===== src/rtl/sq_multi_gen.sv =====
// Multi-channel square-wave generator. Each channel divides clk by a
// programmable half-period H (period 2*(H+1)); the channels are combined
// into one registered OR/XOR mix output.

// One square-wave channel: half-period register, counter and output flop.
module sq_multi_gen_ch #(
  parameter int DIV_W = 12
) (
  input  logic             clk,
  input  logic             rst,
  input  logic             i_en,
  input  logic             i_wr,
  input  logic [DIV_W-1:0] i_wr_data,
  output logic             o_sq,
  output logic             o_tick
);
  logic [DIV_W-1:0] r_h;
  logic [DIV_W-1:0] r_cnt;
  logic             r_sq;
  logic             r_tick;

  // A write beats both the enable and a terminal count: it reloads H,
  // restarts the count and holds the output without a tick.
  always_ff @(posedge clk) begin
    if (rst) begin
      r_h    <= '0;
      r_cnt  <= '0;
      r_sq   <= 1'b0;
      r_tick <= 1'b0;
    end else if (i_wr) begin
      r_h    <= i_wr_data;
      r_cnt  <= '0;
      r_tick <= 1'b0;
    end else if (!i_en) begin
      r_cnt  <= '0;
      r_sq   <= 1'b0;
      r_tick <= 1'b0;
    end else if (r_cnt == r_h) begin
      r_cnt  <= '0;
      r_sq   <= ~r_sq;
      r_tick <= 1'b1;
    end else begin
      r_cnt  <= r_cnt + DIV_W'(1);
      r_tick <= 1'b0;
    end
  end

  assign o_sq   = r_sq;
  assign o_tick = r_tick;
endmodule

// Top: decodes the config write port onto channels and registers the mix.
module sq_multi_gen #(
  parameter int N_CH  = 4,
  parameter int DIV_W = 12,
  parameter int CH_W  = 2
) (
  input  logic             clk,
  input  logic             rst,
  input  logic             wr_en,
  input  logic [CH_W-1:0]  wr_ch,
  input  logic [DIV_W-1:0] wr_data,
  input  logic [N_CH-1:0]  ch_en,
  input  logic             mix_mode,
  output logic [N_CH-1:0]  sq_out,
  output logic [N_CH-1:0]  tick,
  output logic             mix_out
);
  logic [N_CH-1:0] w_wr_hit;
  logic [N_CH-1:0] w_sq;
  logic [N_CH-1:0] w_tick;
  logic            r_mix;

  // Only indices below N_CH are decoded, so out-of-range channel selects
  // match nothing and the write is dropped.
  for (genvar i = 0; i < N_CH; i++) begin : g_ch
    assign w_wr_hit[i] = wr_en && (wr_ch == CH_W'(i));

    sq_multi_gen_ch #(.DIV_W(DIV_W)) u_ch (
      .clk       (clk),
      .rst       (rst),
      .i_en      (ch_en[i]),
      .i_wr      (w_wr_hit[i]),
      .i_wr_data (wr_data),
      .o_sq      (w_sq[i]),
      .o_tick    (w_tick[i])
    );
  end

  // Mix is taken from the registered channel outputs, so it trails them by one cycle.
  always_ff @(posedge clk) begin
    if (rst) r_mix <= 1'b0;
    else     r_mix <= mix_mode ? ^w_sq : |w_sq;
  end

  assign sq_out  = w_sq;
  assign tick    = w_tick;
  assign mix_out = r_mix;
endmodule


===== config.mk =====
export PLATFORM = sky130hd
export DESIGN_NAME = sq_multi_gen
export DESIGN_NICKNAME = d
export VERILOG_FILES = /design/src/rtl/sq_multi_gen.sv
export SDC_FILE = /design/constraint.sdc
export NUM_CORES = 1
export LEC_CHECK = 0
export ABC_CLOCK_PERIOD_IN_PS = 1700
export BUFFER_PORTS_ARGS = -buffer_cell sky130_fd_sc_hd__buf_2
export CAP_MARGIN = 20
export CELL_PAD_IN_SITES_DETAIL_PLACEMENT = 1
export CELL_PAD_IN_SITES_GLOBAL_PLACEMENT = 1
export CORE_ASPECT_RATIO = 1.75
export CORE_MARGIN = 5
export CORE_UTILIZATION = 41
export CTS_CLUSTER_DIAMETER = 100
export DETAILED_ROUTE_END_ITERATION = 6
export PLACE_DENSITY_LB_ADDON = 0.1
export REMOVE_ABC_BUFFERS = 1
export SLEW_MARGIN = 10
export SYNTH_ARGS = -nofsm -noshare
export SYNTH_HDL_FRONTEND = slang
export SYNTH_SLANG_ARGS = --single-unit

===== constraint.sdc =====
create_clock -name clk -period 1.7 [get_ports clk]
set_clock_uncertainty 0.2 [all_clocks]
set_input_delay 0.17 -clock clk [delete_from_list [all_inputs] [get_ports clk]]
set_output_delay 0.17 -clock clk [all_outputs]
set_load 0.03 [all_outputs]

==> results of run 1 <==
==> power groups by stage <==
stage | registers [mW] | clock network (mW) | logic [mW]
after detailed placement | 2.64 | 0 | 0.629
after CTS | 2.59 | 2.17 | 0.675
after global placement | 2.64 | 0 | 0.608
final | 2.59 | 2.10 | 0.697
after floorplan | 2.68 | 0 | 0.288
after global routing | 2.60 | 2.28 | 0.763
==> area by class of cell <==
class	instances	area [um2]	share of cell area, %
clock buffer	12	246	4.27
inverter	7	26.3	0.455
multi-input combinational	408	2420	41.9
sequential	105	2120	36.7
clock inverter	4	52.6	0.910
tap	132	165	2.86
timing repair buffer	102	741	12.8
==> Yosys cell counts, drive strengths merged <==
cell	n
a31oi	1
xnor2	69
a21oi	48
nand2	113
nand4	27
nor3	53
nor4	8
and3b	1
ha	6
buf	14
nand3	20
nor2	6
clkbuf	20
a32oi	3
and4	3
nand3b	2
dfxtp	105
or3b	1
a211oi	2
or4	5
and2	2
nor3b	5
o21ai	3
xor2	19
o311ai	1
o31ai	1
inv	7
and3	9
==> stage by stage <==
step | util (%) | std cells | hold WS [ps]
CTS | 51.1 | 766 | 25.8
finish | 51.7 | 770 | 43.2
global placement | 46.8 | 731 | 178
global route | 51.7 | 770 | 56.1
floorplan | - | 520 | 39.1
detailed placement | 46.8 | 731 | 175
==> worst max-delay path by stage <==
stage                                startpoint                     end  slack, ps  cells past startpoint
after global routing      g_ch[0].u_ch.r_cnt[3]       g_ch[0].u_ch.o_sq        -20                      4
after CTS                 g_ch[1].u_ch.r_cnt[6]       g_ch[1].u_ch.o_sq         10                      4
final                      g_ch[0].u_ch.r_h[11]       g_ch[0].u_ch.o_sq         60                      4
after floorplan           g_ch[0].u_ch.r_cnt[7]  g_ch[0].u_ch.r_cnt[10]       -190                      4
after global placement      g_ch[1].u_ch.r_h[4]       g_ch[1].u_ch.o_sq         20                      4
after detailed placement    g_ch[1].u_ch.r_h[4]       g_ch[1].u_ch.o_sq        -50                      4
==> sequential cells by signal, indices dropped and copies added, names as in the netlist <==
signal / flops
g_ch.u_ch.r_h: 48
mix_out: 1
g_ch.u_ch.o_sq: 4
g_ch.u_ch.r_cnt: 48
g_ch.u_ch.o_tick: 4
==> worst reg2reg max path, stage by stage, from the launching register on <==
cell and delay, ps:
dfxtp_1 340, xnor2_1 180, nand4_1 210, or4_1 570
nand3_1 80
==> cell families (layout without fill, tap and decap cells) <==
| family | Yosys count | after routing | share of synthesized area, % |
|---|---|---|---|
| and+or+nand+nor | 255 | 255 | 26.3 |
| xor gates and xnor gates | 88 | 88 | 16.4 |
| adders and majority gates | 6 | 6 | 1.60 |
| DFF | 105 | 105 | 44.8 |
| buffers and inverters | 41 | 125 | 4.08 |
| AOI/OAI and AO/OA | 59 | 59 | 6.80 |
==> layer usage <==
metal / up-vias / wire [um]
li1: 2051 / -
met1: 1996 / 5410
met2: 40 / 7000
met3: 17 / 241
met4: 0 / 313
met5: - / 0
==> what timing repair did <==
item / 4_1_cts / 5_1_grt
gates cloned: 0 / 0
resized for setup: 1 / 20
hold endpoints to repair: 51 / 0
hold buffers: 15 / 0
buffers inserted: 4 / 4
setup endpoints to repair: 1 / 43
pin swaps: 1 / 5
==> results.sh, run 1 <==
export IMPL_hold_viol_final=0
export IMPL_crit_buf_inv=0
export IMPL_worst_slew_pin_slew_ps=539
export IMPL_synth_distinct_cells=29
export IMPL_yosys_register_bits=105
export IMPL_maxCapViolations=0
export IMPL_ys_seq_area_share_pct=44.8
export IMPL_dieArea_um2=13800
export IMPL_antennaDiodeCount=0
export IMPL_critPathLaunchType="flip-flop"
export IMPL_busiest_layer="met2"
export IMPL_drtPass1Iterations=5
export IMPL_switching_power_mw=1.39
export IMPL_critical_path_top_delay_family="simple AND/OR/NAND/NOR gates"
export IMPL_cts_tree="yes"
export IMPL_synth_area_leaders="dfxtp_1, xnor2_1, nand2_1, nor3_1, a21oi_1"
export IMPL_routed_via_density=5.33
export IMPL_clkLatencyLatePin_ps=340
export IMPL_die_x_um=90.9
export IMPL_period_minus_slack_ps=1640
export IMPL_p_int_mw=4.00
export IMPL_port_buffers=30
export IMPL_grt_pass1_vias=4325
export IMPL_layout_commonest_cell="nand2_1"
export IMPL_ios=31
export IMPL_grt_use_met1_pct=21.5
export IMPL_nFillCells=1329
export IMPL_setup_slack_ps=60.9
export IMPL_cp_arrival_ps=1720
export IMPL_cp_max_fo=3
export IMPL_met2_usage_pct=36.2
export IMPL_combPwrFrac_pct=12.9
export IMPL_antenna_left=0
export IMPL_r2r_cells=4
export IMPL_post_dp_cell_area_um2=5220
export IMPL_dp_slack_ps=-47.5
export IMPL_worst_r2r_startpoint="g_ch[0].u_ch.r_h[11]"
export IMPL_place_hpwl_um=9580
export IMPL_finalCritPeriodShare_pct=96.4
export IMPL_crit_slowest_cell="or4_1"
export IMPL_gp_congestion=0.764
export IMPL_h_tree_depth=3
export IMPL_cts_max_path_buffers=2
export IMPL_grt_max_degree=51
export IMPL_critical_path_class="reg -> reg"
export IMPL_final_cell_mix="nand2_1, dfxtp_1, xnor2_1"
export IMPL_min_from="ch_en[3]"
export IMPL_start_util_pct=42.0
export IMPL_clock_power_share_pct=39.0
export IMPL_synth_cell_area_um2=4690
export IMPL_tns_ps=0
export IMPL_drv_slew=0
export IMPL_cpPeakStageDelay_ps=570
export IMPL_fmax_ghz=0.610
export IMPL_core_area_um2=11200
export IMPL_yosys_area_top_type="dfxtp_1"
export IMPL_p_leak_nw=2.04
export IMPL_finalPower_mw=5.39
export IMPL_drtIter0Drc=82
export IMPL_relSlewSlack_pct=64.1
export IMPL_cts_root_buffer="clkbuf_16"
export IMPL_vias=4104
export IMPL_remaining_drc_errors=0
export IMPL_synthCells=554
export IMPL_design_area_um2=5770
export IMPL_synth_top_area_share_pct=44.8
export IMPL_routed_wirelength_um=13000
export IMPL_status="completed"
export IMPL_die_h_um=152
export IMPL_grt_pass1_wl_um=21200
export IMPL_cts_sinks=105
export IMPL_r2r_end="g_ch[0].u_ch.o_sq"
export IMPL_p_seq_share_pct=48.0
export IMPL_power_density_nw_per_um2=933
export IMPL_path_cells="xnor2_1 -> nand4_1 -> or4_1 -> nand3_1"
export IMPL_reg2reg_slack_ps=60
export IMPL_routedWlPerCell_um=16.8
export IMPL_yosys_warnings=0
export IMPL_grt_usage_pct=19.2
export IMPL_antenna_found_initial=0
export IMPL_globalRouteMet3Util_pct=2.92
export IMPL_ir_drop_uv=543
export IMPL_overflow=0
export IMPL_clk_pin_slew_ps=70
export IMPL_finalNetCount=661
export IMPL_holdPathEnd="g_ch[3].u_ch.o_sq"
export IMPL_drive_above_1_share_pct=19.1
export IMPL_setup_viol=0
export IMPL_numCtsBuffers=9
export IMPL_min_path_type="in -> reg"
export IMPL_switching_share_pct=25.7
export IMPL_worstPathRequired_ps=1780
export IMPL_area_delta_synth_final_pct=23.0
export IMPL_rows=51
export IMPL_endpoint_kind="flip-flop"
export IMPL_synth_avg_cell_area_um2=8.47
export IMPL_min_path_cells=4
No activity file was read; power rests on OpenSTA's default activity.
==> run 2, diff against run 1 <==
--- a/config.mk
+++ b/config.mk
@@ -5,14 +5,15 @@
 export SDC_FILE = /design/constraint.sdc
 export NUM_CORES = 1
 export LEC_CHECK = 0
-export ABC_CLOCK_PERIOD_IN_PS = 1700
+export ABC_AREA = 1
+export ABC_CLOCK_PERIOD_IN_PS = 1800
 export BUFFER_PORTS_ARGS = -buffer_cell sky130_fd_sc_hd__buf_2
 export CAP_MARGIN = 20
 export CELL_PAD_IN_SITES_DETAIL_PLACEMENT = 1
 export CELL_PAD_IN_SITES_GLOBAL_PLACEMENT = 1
 export CORE_ASPECT_RATIO = 1.75
 export CORE_MARGIN = 5
-export CORE_UTILIZATION = 41
+export CORE_UTILIZATION = 44
 export CTS_CLUSTER_DIAMETER = 100
 export DETAILED_ROUTE_END_ITERATION = 6
 export PLACE_DENSITY_LB_ADDON = 0.1
==> constraint.sdc (replaced) <==
create_clock -name clk -period 1.8 [get_ports clk]
set_clock_uncertainty 0.2 [all_clocks]
set_input_delay 0.18 -clock clk [delete_from_list [all_inputs] [get_ports clk]]
set_output_delay 0.18 -clock clk [all_outputs]
set_load 0.03 [all_outputs]
==> run 2 against run 1 <==
Largest power group unchanged; critical path depth increased by 3; highest routed layer unchanged; wire length increased by 15%; worst setup slack improved by 52 ps; critical path type unchanged; synthesized cell count increased by 44%; sequential power decreased by 5%; clock-buffer cell count decreased by 2; clock power decreased by 8%; worst hold slack got worse by 14 ps; maximum frequency decreased by 2.9%; power decreased by 6.4%.
==> results.sh, run 2 <==
export IMPL_dieArea_um2=14600
export IMPL_synth_area_mux_share_pct=0
export IMPL_synth_distinct_cells=29
export IMPL_port_buffers=30
export IMPL_routedWlPerCell_um=14.8
export IMPL_power_density_nw_per_um2=817
export IMPL_clkLatencyLatePin_ps=350
export IMPL_crit_slowest_cell="dfxtp_1"
export IMPL_synth_compound_area_share_pct=11.2
export IMPL_critPathLaunchType="flip-flop"
export IMPL_yosys_warnings=0
export IMPL_path_cells="ha_1 -> nand3_1 -> nor2_1 -> nand2_1 -> nor3_2 -> xor2_1 -> nor2_1"
export IMPL_die_h_um=156
export IMPL_core_area_um2=12000
export IMPL_synth_fa_ha_area_share_pct=1.40
export IMPL_synthCells=795
export IMPL_overflow=0
export IMPL_utilization_pct=51.5
export IMPL_synth_edf_count=0
export IMPL_setup_viol=0
export IMPL_area_delta_synth_final_pct=14.9
export IMPL_synth_cell_area_um2=5380
export IMPL_r2r_cells=7
export IMPL_p_leak_nw=2.66
export IMPL_cts_max_path_buffers=2
export IMPL_status="completed"
export IMPL_start_util_pct=44.8
export IMPL_ys_flop_type="dfxtp_1"
export IMPL_yosys_area_top_type="dfxtp_1"
export IMPL_grt_usage_pct=21.4
export IMPL_critical_path_class="reg -> reg"
export IMPL_clk_pin_slew_ps=70
export IMPL_place_hpwl_um=11400
export IMPL_ir_drop_uv=424
export IMPL_period_minus_slack_ps=1690
export IMPL_layout_commonest_cell="nand2_1"
export IMPL_dp_slack_ps=85.0
export IMPL_startpoint="g_ch[0].u_ch.r_cnt[1]"
export IMPL_endpoint_kind="flip-flop"
export IMPL_cp_max_fo=3
export IMPL_synth_xor_area_share_pct=4.72
export IMPL_fmax_ghz=0.593
export IMPL_die_x_um=93.6
export IMPL_top_regs="g_ch.u_ch.r_cnt (48), g_ch.u_ch.r_h (48)"
export IMPL_worst_slew_pin_slew_ps=616
export IMPL_yosysMostFrequentCell="nand2_1"
export IMPL_drtIter0Drc=136
export IMPL_hold_viol_final=0
export IMPL_grt_setup_unrepaired="no"
export IMPL_relSlewSlack_pct=58.9
export IMPL_synthArstFlopShare_pct=0
export IMPL_finalNetCount=868
export IMPL_grt_pass1_vias=5320
export IMPL_worstPathRequired_ps=1850
export IMPL_vias=4945
export IMPL_cts_tree="yes"
export IMPL_min_path_cells=3
export IMPL_finalCritPeriodShare_pct=93.7
export IMPL_h_tree_depth=3
export IMPL_finalPower_mw=5.04
export IMPL_drive_above_1_share_pct=16.0
export IMPL_cts_root_buffer="clkbuf_16"
export IMPL_drv_slew=0
export IMPL_ios=31
export IMPL_grt_max_degree=23
export IMPL_cpPeakStageDelay_ps=380
export IMPL_critPathMostFrequentCell="nor2_1"
export IMPL_routed_wirelength_um=14900
export IMPL_maxCapViolations=0
export IMPL_cts_sinks=105
export IMPL_antennaDiodeCount=0
export IMPL_rows=53
export IMPL_tns_ps=0
export IMPL_nFillCells=1592
export IMPL_remaining_drc_errors=0
export IMPL_yosys_register_bits=105
export IMPL_ys_seq_area_share_pct=39.1
export IMPL_synth_top_area_share_pct=39.1
export IMPL_grt_pass1_wl_um=24800
export IMPL_antenna_found_initial=0
export IMPL_synth_top_family_by_area="simple AND/OR/NAND/NOR gates"
export IMPL_synth_avg_cell_area_um2=6.76
export IMPL_holdWs_ps=28.9
export IMPL_drtPass1Iterations=4
export IMPL_gp_congestion=0.822
export IMPL_yosys_area_share_simple_pct=32.1
export IMPL_synth_area_leaders="dfxtp_1, nand2_1, inv_1, nor2_1, a21oi_1"
export IMPL_antenna_left=0
export IMPL_worst_r2r_startpoint="g_ch[0].u_ch.r_cnt[1]"
export IMPL_numCtsBuffers=9
export IMPL_synth_top_cells_by_count="nand2_1, dfxtp_1, inv_1"
export IMPL_routed_via_density=4.90
export IMPL_cp_arrival_ps=1740
export IMPL_setup_slack_ps=113
export IMPL_min_from="wr_data[1]"
export IMPL_min_path_type="in -> reg"
export IMPL_final_cell_mix="nand2_1, inv_1, dfxtp_1"
[run 2: cell types whose count changed in the layout (fill, tap and decap cells not counted), sizes merged, moves of 12 or more]
cell / delta
buf: -46
nor2: +88
nand4: -22
inv: +115
xnor2: -53
nor3: -40
nand2: +140
o21ai: +46
nand3: +12
[run 2: cells by family (layout without fill, tap and decap cells)]
| family | after synthesis | in the layout |
|---|---|---|
| AO/OA/AOI/OAI | 109 | 109 |
| adder cells (fa/ha/maj) | 6 | 6 |
| XOR/XNOR | 29 | 29 |
| buffers and inverters | 147 | 197 |
| AND/OR/NAND/NOR | 399 | 399 |
| flip-flops | 105 | 105 |
[run 2: power by group]
group | total (mW) | switching, mW | internal (mW)
Combinational | 0.647 | 0.416 | 0.232
Sequential | 2.47 | 0.0631 | 2.41
Clock | 1.93 | 0.933 | 0.993
Total | 5.04 | 1.41 | 3.63
[run 2: worst paths after layout]
path	endpoint	slack [ps]
worst max-delay path	g_ch[0].u_ch.r_cnt[10]	110
worst min-delay path	g_ch[1].u_ch.r_h[1]	30
worst max register to register	g_ch[0].u_ch.r_cnt[10]	110
worst min register to register	g_ch[0].u_ch.r_cnt[0]	250
[run 2: layout make-up]
| type | count | area [um2] | area share (%) |
|---|---|---|---|
| Sequential cell | 105 | 2110 | 34.2 |
| Multi-Input combinational cell | 543 | 2680 | 43.4 |
| Clock buffer | 10 | 239 | 3.87 |
| Clock inverter | 6 | 48.8 | 0.790 |
| Tap cell | 165 | 206 | 3.34 |
| Timing Repair Buffer | 60 | 435 | 7.05 |
| Inverter | 121 | 454 | 7.35 |
[run 2: repair_timing]
| item | in CTS | in global routing |
|---|---|---|
| endpoints found under the setup margin | 0 | 16 |
| hold buffers | 19 | 0 |
| gates resized for setup | 0 | 12 |
| hold endpoints to repair | 18 | 0 |
| buffers inserted | 0 | 1 |
[run 2: worst max-delay path, delay by kind of cell (launching register included)]
kind          cells  cell delay (ps)
xor+xnor          1              170
flops             1              380
simple gates      5              630
fa+ha+maj         1              200
[run 2: per-layer routing]
metal / up-vias / track usage [%] / part of all wire (%)
met2: 57 / 41.4 / 55
met4: 0 / 8.54 / 3.0
met3: 27 / 2.93 / 2.0
met5: - / 0 / 0
met1: 2337 / 22.7 / 40
li1: 2524 / - / -
[run 2: per-stage QoR]
step                area [um2]  instances
detailed placement        5660        974
finish                    6180       1010
global placement          5660        974
floorplan                 5210        769
global route              6180       1010
CTS                       6130       1009
==> run 3, diff against run 2 <==
--- a/config.mk
+++ b/config.mk
@@ -9,14 +9,12 @@
 export ABC_CLOCK_PERIOD_IN_PS = 1800
 export BUFFER_PORTS_ARGS = -buffer_cell sky130_fd_sc_hd__buf_2
 export CAP_MARGIN = 20
-export CELL_PAD_IN_SITES_DETAIL_PLACEMENT = 1
-export CELL_PAD_IN_SITES_GLOBAL_PLACEMENT = 1
 export CORE_ASPECT_RATIO = 1.75
 export CORE_MARGIN = 5
-export CORE_UTILIZATION = 44
+export CORE_UTILIZATION = 55
 export CTS_CLUSTER_DIAMETER = 100
 export DETAILED_ROUTE_END_ITERATION = 6
-export PLACE_DENSITY_LB_ADDON = 0.1
+export PLACE_DENSITY = 0.73
 export REMOVE_ABC_BUFFERS = 1
 export SLEW_MARGIN = 10
 export SYNTH_ARGS = -nofsm -noshare
==> run 3 against run 2 <==
Core utilization is 13 points higher; clock power is 15% higher; via count is 1.5% lower; power is 5.3% higher; global-route usage hardly changed; critical path type unchanged; clock-buffer cell count stayed put; final area is 1.1% lower.
==> results.sh, run 3 (synthesis results as in run 2) <==
export IMPL_fmax_ghz=0.596
export IMPL_worst_slew_pin_slew_ps=591
export IMPL_crit_slowest_cell="dfxtp_1"
export IMPL_die_x_um=84.7
export IMPL_cts_root_buffer="clkbuf_16"
export IMPL_post_cts_buffers=0
export IMPL_cts_tree="yes"
export IMPL_status="completed"
export IMPL_maxCapViolations=0
export IMPL_layout_commonest_cell="nand2_1"
export IMPL_design_area_um2=6110
export IMPL_rows=47
export IMPL_grt_max_degree=23
export IMPL_numCtsBuffers=9
export IMPL_finalPower_mw=5.31
export IMPL_endpoint_kind="flip-flop"
export IMPL_min_path_type="in -> reg"
export IMPL_worstPathRequired_ps=1830
export IMPL_placedCellCount=931
export IMPL_routed_wirelength_um=12500
export IMPL_routed_via_density=5.06
export IMPL_start_util_pct=56.4
export IMPL_cpPeakStageDelay_ps=380
export IMPL_finalNetCount=864
export IMPL_clk_pin_slew_ps=70
export IMPL_final_cell_mix="nand2_1, inv_1, dfxtp_1"
export IMPL_hold_viol_final=0
export IMPL_drv_slew=0
export IMPL_port_buffers=30
export IMPL_critical_path_class="reg -> reg"
export IMPL_antenna_found_initial=0
export IMPL_die_h_um=141
export IMPL_fin_cells=962
export IMPL_holdWs_ps=15.5
export IMPL_remaining_drc_errors=0
export IMPL_core_area_um2=9530
export IMPL_antenna_left=0
export IMPL_place_hpwl_um=9060
export IMPL_tns_ps=0
export IMPL_setup_viol=0
export IMPL_cp_arrival_ps=1710
export IMPL_grt_setup_unrepaired="no"
export IMPL_clkLatencyLatePin_ps=350
export IMPL_gp_congestion=0.893
export IMPL_ios=31
export IMPL_h_tree_depth=3
export IMPL_overflow=0
export IMPL_relSlewSlack_pct=60.6
export IMPL_cts_max_path_buffers=2
export IMPL_drive_above_1_share_pct=15.5
export IMPL_top_regs="g_ch.u_ch.r_cnt (48), g_ch.u_ch.r_h (48)"
export IMPL_grt_pass1_wl_um=20800
export IMPL_drtIter0Drc=248
export IMPL_finalCritPeriodShare_pct=93.2
export IMPL_post_dp_cell_area_um2=5590
export IMPL_critPathLaunchType="flip-flop"
export IMPL_power_density_nw_per_um2=870
export IMPL_reg2reg_slack_ps=120
export IMPL_antennaDiodeCount=0
export IMPL_period_minus_slack_ps=1680
export IMPL_dieArea_um2=11900
export IMPL_grt_pass1_vias=4772
export IMPL_area_delta_synth_final_pct=13.6
export IMPL_grt_usage_pct=21.4
export IMPL_path_cells="ha_1 -> nand3_2 -> nor2_4 -> nand2_2 -> nor2_4 -> nand2_2 -> xor2_1 -> nor2_2"
export IMPL_vias=4871
export IMPL_routedWlPerCell_um=13.0
export IMPL_cts_sinks=105
export IMPL_cp_max_fo=4
export IMPL_drtPass1Iterations=5
export IMPL_p_leak_nw=2.66
export IMPL_ir_drop_uv=600
run 3: path summary, 6_finish.rpt:
kind,cells past startpoint,from,end
max,8,g_ch[3].u_ch.r_cnt[1],g_ch[3].u_ch.r_cnt[8]
min,3,wr_data[5],g_ch[0].u_ch.r_h[5]
max reg2reg,8,g_ch[3].u_ch.r_cnt[1],g_ch[3].u_ch.r_cnt[8]
min reg2reg,1,g_ch[3].u_ch.r_cnt[0],g_ch[3].u_ch.r_cnt[0]
run 3: cell type report:
class                           instances  area [um2]
Clock inverter                          5         104
Timing Repair Buffer                   56         385
Tap cell                              122         153
Clock buffer                           10         229
Sequential cell                       105        2110
Multi-Input combinational cell        543        2680
Inverter                              121         454
Fill cell                             897        3420
run 3: critical path: cells and delay by family (launching register included):
family / cells / cell delay, ps
flops: 1 / 380
xor+xnor: 1 / 170
simple gates: 6 / 580
fa+ha+maj: 1 / 230
run 3: report_power, final:
group | internal [mW] | leakage, nW | switching (mW)
Combinational | 0.223 | 1.64 | 0.396
Clock | 1.36 | 0.163 | 0.868
Sequential | 2.41 | 0.855 | 0.0615
Total | 3.99 | 2.66 | 1.33
run 3: metrics by stage:
step	utilization, %	worst slack [ps]
floorplan	-	243
finish	64.1	122
CTS	63.8	67.6
detailed placement	58.7	85.3
global placement	58.7	167
global route	64.1	11.9
run 3: repair_timing:
action | in CTS | in global routing
setup endpoints to repair | 0 | 18
resized for setup | 0 | 8
endpoints found under the hold margin | 16 | 0
hold buffers | 16 | 0
run 3: layer usage:
| layer | up-vias | track usage, % | routed length (um) |
|---|---|---|---|
| li1 | 2511 | - | - |
| met1 | 2193 | 23.4 | 4960 |
| met2 | 112 | 39.1 | 6500 |
| met3 | 55 | 2.51 | 473 |
| met4 | 0 | 12.3 | 541 |
| met5 | - | 0 | 0 |
